### src/rtl/pipe_pkg.sv
// rtl/pipe_pkg.sv - shared types and defaults for the generic pipeline stage
package pipe_pkg;

  // Stage occupancy as seen on the occ port
  typedef enum logic [1:0] {
    OCC_EMPTY = 2'd0,
    OCC_ONE   = 2'd1,
    OCC_FULL  = 2'd2
  } pipe_occ_t;

  // Default width of the statistics counters
  localparam int PIPE_CNT_W = 16;

endpackage

### src/rtl/pipe_sat_counter.sv
// rtl/pipe_sat_counter.sv - saturating event counter, cleared only by reset
module pipe_sat_counter #(
  parameter int CNT_W = 16
) (
  input  logic             clk,
  input  logic             rst,
  input  logic             inc,
  output logic [CNT_W-1:0] cnt
);

  localparam logic [CNT_W-1:0] ONE_VAL = {{(CNT_W-1){1'b0}}, 1'b1};

  // Count qualifying cycles and stick at all-ones instead of wrapping
  always_ff @(posedge clk or posedge rst) begin
    if (rst) begin
      cnt <= '0;
    end else if (inc && (cnt != '1)) begin
      cnt <= cnt + ONE_VAL;
    end
  end

endmodule

### src/rtl/ctrl_pipe_stage_skid.sv
// rtl/ctrl_pipe_stage_skid.sv - generic skid-buffered pipeline stage register (stats: CTRL_PIPE_STAT_EN)
module ctrl_pipe_stage_skid
  import pipe_pkg::*;
#(
  parameter int               WIDTH      = 32,
  parameter logic [WIDTH-1:0] BUBBLE_VAL = '0,
  parameter int               CNT_W      = PIPE_CNT_W
) (
  input  logic             clk,
  input  logic             rst,
  input  logic             flush,
  input  logic             in_valid,
  output logic             in_ready,
  input  logic [WIDTH-1:0] in_data,
  output logic             out_valid,
  input  logic             out_ready,
  output logic [WIDTH-1:0] out_data,
  output pipe_occ_t        occ,
  output logic [CNT_W-1:0] stall_cnt,
  output logic [CNT_W-1:0] bubble_cnt
);

  logic             main_v;
  logic             skid_v;
  logic [WIDTH-1:0] main_d;
  logic [WIDTH-1:0] skid_d;
  logic             in_fire;
  logic             out_fire;

  // in_ready comes straight from the skid flop, so upstream never sees out_ready combinationally
  assign in_ready  = ~skid_v;
  assign in_fire   = in_valid & ~skid_v;
  assign out_valid = main_v;
  assign out_fire  = main_v & out_ready;
  assign out_data  = main_v ? main_d : BUBBLE_VAL;

  // Occupancy decode; skid is only ever filled behind a valid main entry
  always_comb begin
    occ = OCC_EMPTY;
    if (skid_v) begin
      occ = OCC_FULL;
    end else if (main_v) begin
      occ = OCC_ONE;
    end
  end

  // Valid bits: flush wins over any handshake in the same cycle
  always_ff @(posedge clk or posedge rst) begin
    if (rst) begin
      main_v <= 1'b0;
      skid_v <= 1'b0;
    end else if (flush) begin
      main_v <= 1'b0;
      skid_v <= 1'b0;
    end else if (skid_v) begin
      if (out_fire) begin
        skid_v <= 1'b0;
      end
    end else if (main_v) begin
      if (out_fire && !in_fire) begin
        main_v <= 1'b0;
      end else if (!out_fire && in_fire) begin
        skid_v <= 1'b1;
      end
    end else if (in_fire) begin
      main_v <= 1'b1;
    end
  end

  // Data registers load only on a real transfer, never on idle or flush cycles
  always_ff @(posedge clk or posedge rst) begin
    if (rst) begin
      main_d <= BUBBLE_VAL;
      skid_d <= BUBBLE_VAL;
    end else if (!flush) begin
      if (skid_v) begin
        if (out_fire) begin
          main_d <= skid_d;
        end
      end else if (in_fire) begin
        if (!main_v || out_fire) begin
          main_d <= in_data;
        end else begin
          skid_d <= in_data;
        end
      end
    end
  end

`ifdef CTRL_PIPE_STAT_EN
  pipe_sat_counter #(.CNT_W(CNT_W)) u_stall_cnt (
    .clk (clk),
    .rst (rst),
    .inc (main_v & ~out_ready),
    .cnt (stall_cnt)
  );

  pipe_sat_counter #(.CNT_W(CNT_W)) u_bubble_cnt (
    .clk (clk),
    .rst (rst),
    .inc (~main_v),
    .cnt (bubble_cnt)
  );
`else
  assign stall_cnt  = '0;
  assign bubble_cnt = '0;
`endif

endmodule

### config.mk
export PLATFORM = sky130hd
export DESIGN_NAME = ctrl_pipe_stage_skid
export DESIGN_NICKNAME = d
export VERILOG_FILES = /design/src/rtl/pipe_pkg.sv /design/src/rtl/pipe_sat_counter.sv /design/src/rtl/ctrl_pipe_stage_skid.sv
export SDC_FILE = /design/constraint.sdc
export NUM_CORES = 1
export LEC_CHECK = 0
export BUFFER_PORTS_ARGS = -buffer_cell sky130_fd_sc_hd__buf_2
export CORE_ASPECT_RATIO = 2
export CORE_MARGIN = 10
export CORE_UTILIZATION = 55
export DETAILED_ROUTE_END_ITERATION = 8
export PLACE_DENSITY = 0.85
export SLEW_MARGIN = 20
export SYNTH_ARGS = -nofsm -noshare
export SYNTH_HDL_FRONTEND = slang
export SYNTH_SLANG_ARGS = --single-unit
### constraint.sdc
create_clock -name clk -period 5.2 [get_ports clk]
set_input_delay 0.26 -clock clk [delete_from_list [all_inputs] [get_ports clk]]
set_output_delay 0.26 -clock clk [all_outputs]
set_load 0.02 [all_outputs]
; After elaboration in Yosys (flattened, before gate mapping)
; Index checks and enable logic that the tools add are counted.
[word_totals]
ff_bits = 66
inputBits = 37
output_inout_bits = 68
wordCells = 39
[classes]
n_eq_ne = 2
mux = 18
bitwise = 5
n_reduce_logical = 10
[op_table]
columns = operator, count
row1 = 2-to-1 mux 32 bit, 5
row2 = 2-to-1 mux 1 bit, 12
row3 = AND reduction 4 bit, 2
row4 = nonzero test 2 bit, 2
row5 = zero test 1 bit, 3
row6 = NOT 1 bit, 3
row7 = AND 1 bit, 2
row8 = logical AND 1 bit, 2
row9 = 2-to-1 mux 2 bit, 1
row10 = != test 2 x 1 -> 1 bit (second input constant), 1
row11 = != test 2 bit (second input constant), 1
row12 = logical OR 1 bit, 1

; Longest topological paths before layout
; Gate-level depths: netlist of the first run.
[depth]
ltp_word = 8
mapped_depth = 5
ltp_nobuf = 3

; Least setup slack after synthesis of the first run
; No wires, ideal clock.
[synth_path]
kind = register to register
start = reg main_v, in the netlist out_valid
end = reg skid_d[11]
setup_time_ps = 125
arrival_time_ps = 1590
t_required_ps = 5075
setup_slack_ps = 3485
stages_incl_launch_ff = 5
path_buffers = 2
period_less_slack_ps = 1715
path_cell_list = dfrtp_1 buf_2 nor4b_4 buf_6 mux2_2
[synth_via]
elab_chain_cells = 4
word_cells_on_any_way = 5
cone_classes = bitwise: 2 / reduce/logical: 3
[synth_lines]
columns = element, line_no
row1 = "start, declared", ctrl_pipe_stage_skid.sv:23  ; logic main_v;
row2 = "start signal, assigned", ctrl_pipe_stage_skid.sv:50  ; main_v <= 1'b0;
row3 = "start signal, assigned", ctrl_pipe_stage_skid.sv:53  ; main_v <= 1'b0;
row4 = "start signal, assigned", ctrl_pipe_stage_skid.sv:61  ; main_v <= 1'b0;
row5 = AND 1 bit / zero test 1 bit (equally long branches), "ctrl_pipe_stage_skid.sv:34, ctrl_pipe_stage_skid.sv:81"
row6 = logical OR 1 bit (*), ctrl_pipe_stage_skid.sv:81  ; if (!main_v || out_fire) begin
row7 = NOT 1 bit (no line) (*), -
row8 = AND reduction 4 bit (no line) (*), -
row9 = "end signal, assigned", ctrl_pipe_stage_skid.sv:84  ; skid_d <= in_data;
row10 = "end, declared", ctrl_pipe_stage_skid.sv:26  ; logic [WIDTH-1:0] skid_d;
; Every way passes the cells marked *; elsewhere a longest branch is shown, timed or not.
; A chain may end at the register's enable or synchronous reset.

; Final worst setup path of the first run
[layout_path]
start = reg main_v, in the netlist out_valid
end = reg main_d[11]
[layout_via]
elab_chain_cells = 4
word_cells_on_any_way = 6
cone_classes = eq/ne: 1 / bitwise: 1 / reduce/logical: 4
[layout_lines]
columns = element, line_no
row1 = AND 1 bit / zero test 1 bit (equally long branches), "ctrl_pipe_stage_skid.sv:34, ctrl_pipe_stage_skid.sv:81"
row2 = logical OR 1 bit, ctrl_pipe_stage_skid.sv:81
row3 = nonzero test 2 bit (no line), -
row4 = AND reduction 4 bit (no line) (*), -
row5 = "end signal, assigned", ctrl_pipe_stage_skid.sv:78  ; main_d <= skid_d;
row6 = "end signal, assigned", ctrl_pipe_stage_skid.sv:82  ; main_d <= in_data;
row7 = "end, declared", ctrl_pipe_stage_skid.sv:25  ; logic [WIDTH-1:0] main_d;
; Marked as above.

==> flow_summary.json, run 1 <==
{
  "run_status": "finished clean",
  "regArea_um2": 1650,
  "slew_viol_final": 0,
  "crit_required_ps": 5400,
  "setup_viol": 0,
  "drc": 0,
  "finalWirelength_mm": 7.20,
  "dpl.hpwl_mm": 5.08,
  "min_period_ps": 2800,
  "antenna_left": 0,
  "cts_tree": "built",
  "start_kind": "register",
  "syn_to_final_growth_pct": 15.6,
  "cp_max_fo": 40,
  "yosys.cell_types.count": 18,
  "final_cell_mix": "mux2_2, buf_2, dfrtp_1",
  "cts-resized-gates": 0,
  "max_freq_ghz": 0.357,
  "nFillCells": 465,
  "setup-tns-final_ps": 0,
  "yosys.area.top_type": "dfrtp_1",
  "path_class": "register to register",
  "yosysTopAreaCellShare_pct": 48.7,
  "start_util_pct": 56.5,
  "clk_pin_slew_worst_paths_ps": 50,
  "routed_via_density": 5.24,
  "cp.arrival_ps": 3010,
  "cts_setup_buffers": 0,
  "clk-insertion-delay-late_ps": 330,
  "multi_input_area_um2": 1500,
  "final_hold_viol_count": 0,
  "cts.hold.buffers_added": 0,
  "cts_buffer_depth": 2,
  "reg2regPathDepth": 5,
  "syn_inst": 254,
  "wl_per_cell_um": 18.3,
  "die_h_um": 131,
  "slew_headroom_pct": 31.4,
  "end_kind": "register",
  "grt_max_degree": 67,
  "antennaDiodeCount": 0,
  "die_w_um": 75.5,
  "drive_gt1_share_pct": 55.3,
  "power_mw": 1.58,
  "p_leak_nw": 1.90,
  "core_area_um2": 6010,
  "irDropWorstVdd_mv": 0.205,
  "firstDrtPassIters": 4,
  "placed_area_um2": 3630,
  "layout.nets": 363,
  "p_per_area_nw_per_um2": 403,
  "final_common_cell": "mux2_2",
  "grt_pass1_wl_mm": 11.3,
  "ys_warn_count": 0,
  "ioPinCount": 105,
  "hold_path_class": "input pin to asynchronous set/reset pin",
  "ys_seq_elements": 66,
  "synthTopCellsByArea": "dfrtp_1, mux2_2, buf_4",
  "dieArea_um2": 9900,
  "design_area_um2": 3920,
  "rows": 40,
  "grt.total_usage_pct": 15.2,
  "clock-root-buffer": "clkbuf_16",
  "max-cap-violations": 0,
  "worst_pin_slew_ps": 1030,
  "drt_iter0_drc": 177,
  "skew_ps": 5.86,
  "period_share_pct": 53.9,
  "grt_overflow": 0,
  "gp_congestion": 0.767,
  "synth_area_um2": 3390,
  "rsz0062_at_grt": "false",
  "cts_buffers": 9,
  "portBuffers": 72,
  "cts.sinks": 66,
  "antenna_found_initial": 0,
  "htreeDepth": 3,
  "seq_area_frac_synth_pct": 48.7,
  "num_vias": 2065,
  "final_util_pct": 65.3,
  "grt_pass1_vias": 2297,
  "avgSynthCellArea_um2": 13.4
}
[layer usage]
metal / GRT usage (%) / vias to the layer above / share of wire, %
met4: 7.59 / 0 / 2.1
met3: 4.83 / 12 / 7.7
met2: 26.7 / 73 / 52
met1: 15.5 / 1033 / 38
met5: 0 / - / 0
li1: - / 947 / -
[flip-flops by register name, indices dropped and copies added, names as in the netlist]
| name | cells |
|---|---|
| skid_d | 32 |
| out_valid | 1 |
| main_d | 32 |
| skid_v | 1 |
[where the power goes]
group,internal (mW),switching (mW),leakage [nW]
sequential,0.644,0.0691,0.799
clock,0.360,0.201,0.143
combinational,0.163,0.145,0.953
[cells in the mapped netlist]
cell type / n
o21ai_0: 1
nor4b_4: 1
or2b_4: 1
dfrtp_1: 66
mux2_1: 8
inv_1: 3
mux2_2: 88
nand2_1: 1
and2_1: 32
a211oi_1: 1
a21oi_1: 2
nor2b_1: 1
a221oi_4: 1
buf_4: 34
buf_6: 6
conb_1: 1
buf_2: 1
clkbuf_1: 6
[kinds of logic after synthesis]
kind of cell           synth area share (%)
buffers and inverters                  10.7
and+or+nand+nor                        7.23
muxes                                  31.9
AOI/OAI and AO/OA                      1.44
DFF                                    48.7
other                                 0.111
[critical path, stage by stage (launching register included)]
cell,delay (ps)
dfrtp_1,1020
nand2_1,210
a221oi_4,600
buf_6,250
buf_4,230
mux2_2,360
[final timing paths]
kind / start / to / slack [ps]
setup / recovery: out_valid$_DFFE_PP0P_ / main_d[11]$_DFFE_PP0P_ / 2400
hold / removal: rst / skid_d[14]$_DFFE_PP0P_ / 170
setup reg to reg: out_valid$_DFFE_PP0P_ / main_d[11]$_DFFE_PP0P_ / 2400
hold reg to reg: main_d[23]$_DFFE_PP0P_ / main_d[23]$_DFFE_PP0P_ / 480
max in group asynchronous: rst / main_d[5]$_DFFE_PP0P_ / 4500
min in group clk: in_data[24] / skid_d[24]$_DFFE_PP0P_ / 170
[per-stage QoR]
step,worst slack (ps),instances,hold slack (ps)
6_report,2400,394,167
5_1_grt,2150,394,183
4_1_cts,2100,393,160
3_5_place_dp,2150,377,468
3_3_place_gp,2210,377,462
2_1_floorplan,3290,285,323
[area by class of cell]
class                      count  share of cell area [%]
sequential                    66                    42.1
inverter                       3                   0.287
multi-input combinational    169                    38.1
timing repair buffer          77                    10.2
clock buffer                  14                    6.99
tap                           63                    2.01
clock inverter                 2                   0.255
(Power assumes the default switching activity.)
==> run 2: changes to the inputs <==
CORE_UTILIZATION = 46   (was 55)
PLACE_DENSITY = 0.76   (was 0.85)
clock period = 2.41 ns   (was 5.2 ns; I/O delays follow)
==> flow_summary.json, run 2 (synthesized netlist as in run 1, its figures left out) <==
{
  "drc": 0,
  "cts.sinks": 66,
  "cts.hold.buffers_added": 1,
  "drive_gt1_share_pct": 55.5,
  "cts-resized-gates": 0,
  "grt_max_degree": 37,
  "p_leak_nw": 1.92,
  "cts_buffers": 9,
  "rrSetupSlack_ps": 580,
  "final_cells": 427,
  "wl_per_cell_um": 16.5,
  "min_period_ps": 1830,
  "core_area_um2": 7210,
  "syn_to_final_growth_pct": 18.2,
  "worst_hold_path.endpoint": "skid_d[28]$_DFFE_PP0P_",
  "rows": 44,
  "dp.cells": 411,
  "worstHoldStart": "in_data[28]",
  "drt_iter0_drc": 71,
  "ioPinCount": 105,
  "num_vias": 2052,
  "final_common_cell": "mux2_2",
  "start_util_pct": 47.0,
  "hold_depth": 2,
  "worst_pin_slew_ps": 670,
  "hold_path_class": "input pin to register",
  "skew_ps": 4.33,
  "grt_pass1_wl_mm": 10.9,
  "clock-root-buffer": "clkbuf_16",
  "die_w_um": 80.7,
  "htreeDepth": 3,
  "cts_setup_buffers": 0,
  "rsz0062_at_grt": "false",
  "portBuffers": 72,
  "start_kind": "register",
  "slew_viol_final": 0,
  "final_util_pct": 55.6,
  "clk-insertion-delay-late_ps": 320,
  "cp_slowest_cell": "dfrtp_1",
  "setup-tns-final_ps": 0,
  "reg2reg_to": "skid_d[12]$_DFFE_PP0P_",
  "max-cap-violations": 0,
  "slew_headroom_pct": 55.2,
  "period_share_pct": 75.7,
  "max_freq_ghz": 0.548,
  "cp_max_fo": 23,
  "firstDrtPassIters": 4,
  "top_regs": "main_d: 32 flops, skid_d: 32 flops",
  "finalWirelength_mm": 7.03,
  "grt_overflow": 0,
  "run_status": "finished clean",
  "clk_pin_slew_worst_paths_ps": 50,
  "dpl.hpwl_mm": 5.18,
  "routed_via_density": 4.81,
  "p_per_area_nw_per_um2": 861,
  "setup_viol": 0,
  "end_kind": "register",
  "grt.total_usage_pct": 12.3,
  "critPathMostFrequentCell": "buf_4",
  "timing.rr.start": "out_valid$_DFFE_PP0P_",
  "die_h_um": 141,
  "cts_buffer_depth": 2,
  "cts_tree": "built",
  "antenna_found_initial": 0,
  "irDropWorstVdd_mv": 0.469,
  "final_hold_viol_count": 0,
  "reg2regPathDepth": 4,
  "antenna_left": 0,
  "worst-path-buf-inv": 2,
  "final_cell_mix": "mux2_2, buf_2, dfrtp_1",
  "antennaDiodeCount": 0,
  "crit_required_ps": 2610,
  "crit_family": "buffers and inverters",
  "worstPathCellList": "buf_4 > nor4b_4 > buf_4 > mux2_2",
  "cp.arrival_ps": 2030,
  "grt_pass1_vias": 2318,
  "slowest_delay_ps": 480,
  "gp_congestion": 0.755,
  "dieArea_um2": 11400,
  "power_mw": 3.45,
  "layout.nets": 368,
  "path_class": "register to register"
}
-- run 2: cell types whose count changed in the layout (fill, tap and decap cells not counted) --
cell	delta
buf_6	-1
buf_12	+1
clkbuf_8	-2
bufinv_16	+1
buf_4	+4
dlygate4sd3_1	+1
-- run 2: report_power, final --
part	switching, mW	internal, mW
Sequential	0.127	1.39
Combinational	0.323	0.357
Clock	0.435	0.819
Total	0.885	2.57
-- run 2: worst max-delay path by stage --
stage	cells after the start	end	from
floorplan	1	main_d[0]$_DFFE_PP0P_	rst
global placement	4	skid_d[11]$_DFFE_PP0P_	out_valid$_DFFE_PP0P_
detailed placement	4	skid_d[12]$_DFFE_PP0P_	out_valid$_DFFE_PP0P_
CTS	4	skid_d[12]$_DFFE_PP0P_	out_valid$_DFFE_PP0P_
global route	4	skid_d[19]$_DFFE_PP0P_	out_valid$_DFFE_PP0P_
finish	4	skid_d[12]$_DFFE_PP0P_	out_valid$_DFFE_PP0P_
-- run 2: worst reg2reg max path, cell delays in order, from the launching register on --
cell	delay, ps
dfrtp_1	480
buf_4	260
nor4b_4	240
buf_4	340
mux2_2	390
-- run 2: layout make-up --
| class | count | area (um2) |
|---|---|---|
| clock buffers | 12 | 246 |
| clock inverters | 3 | 40.0 |
| fillers | 639 | 3200 |
| inverters | 3 | 11.3 |
| multi-input cells | 169 | 1500 |
| flip-flops and latches | 66 | 1650 |
| well taps | 92 | 115 |
| repair buffers | 82 | 450 |
-- run 2: per-stage QoR --
| stage | cell area, um2 | setup WS (ps) | hold WS (ps) |
|---|---|---|---|
| after CTS | 4010 | 572 | 20.3 |
| after floorplan | 3510 | 635 | 184 |
| after detailed placement | 3710 | 576 | 262 |
| after global routing | 4010 | 471 | 30.9 |
| final | 4010 | 585 | 25.8 |
| after global placement | 3710 | 664 | 255 |
-- run 2: layer usage --
metal / vias to the layer above / routed length (um) / global-route usage [%]
met5: - / 0 / 0
met4: 0 / 104 / 6.78
met3: 8 / 531 / 3.67
met2: 69 / 3730 / 21.4
met1: 1023 / 2660 / 12.4
li1: 952 / - / -
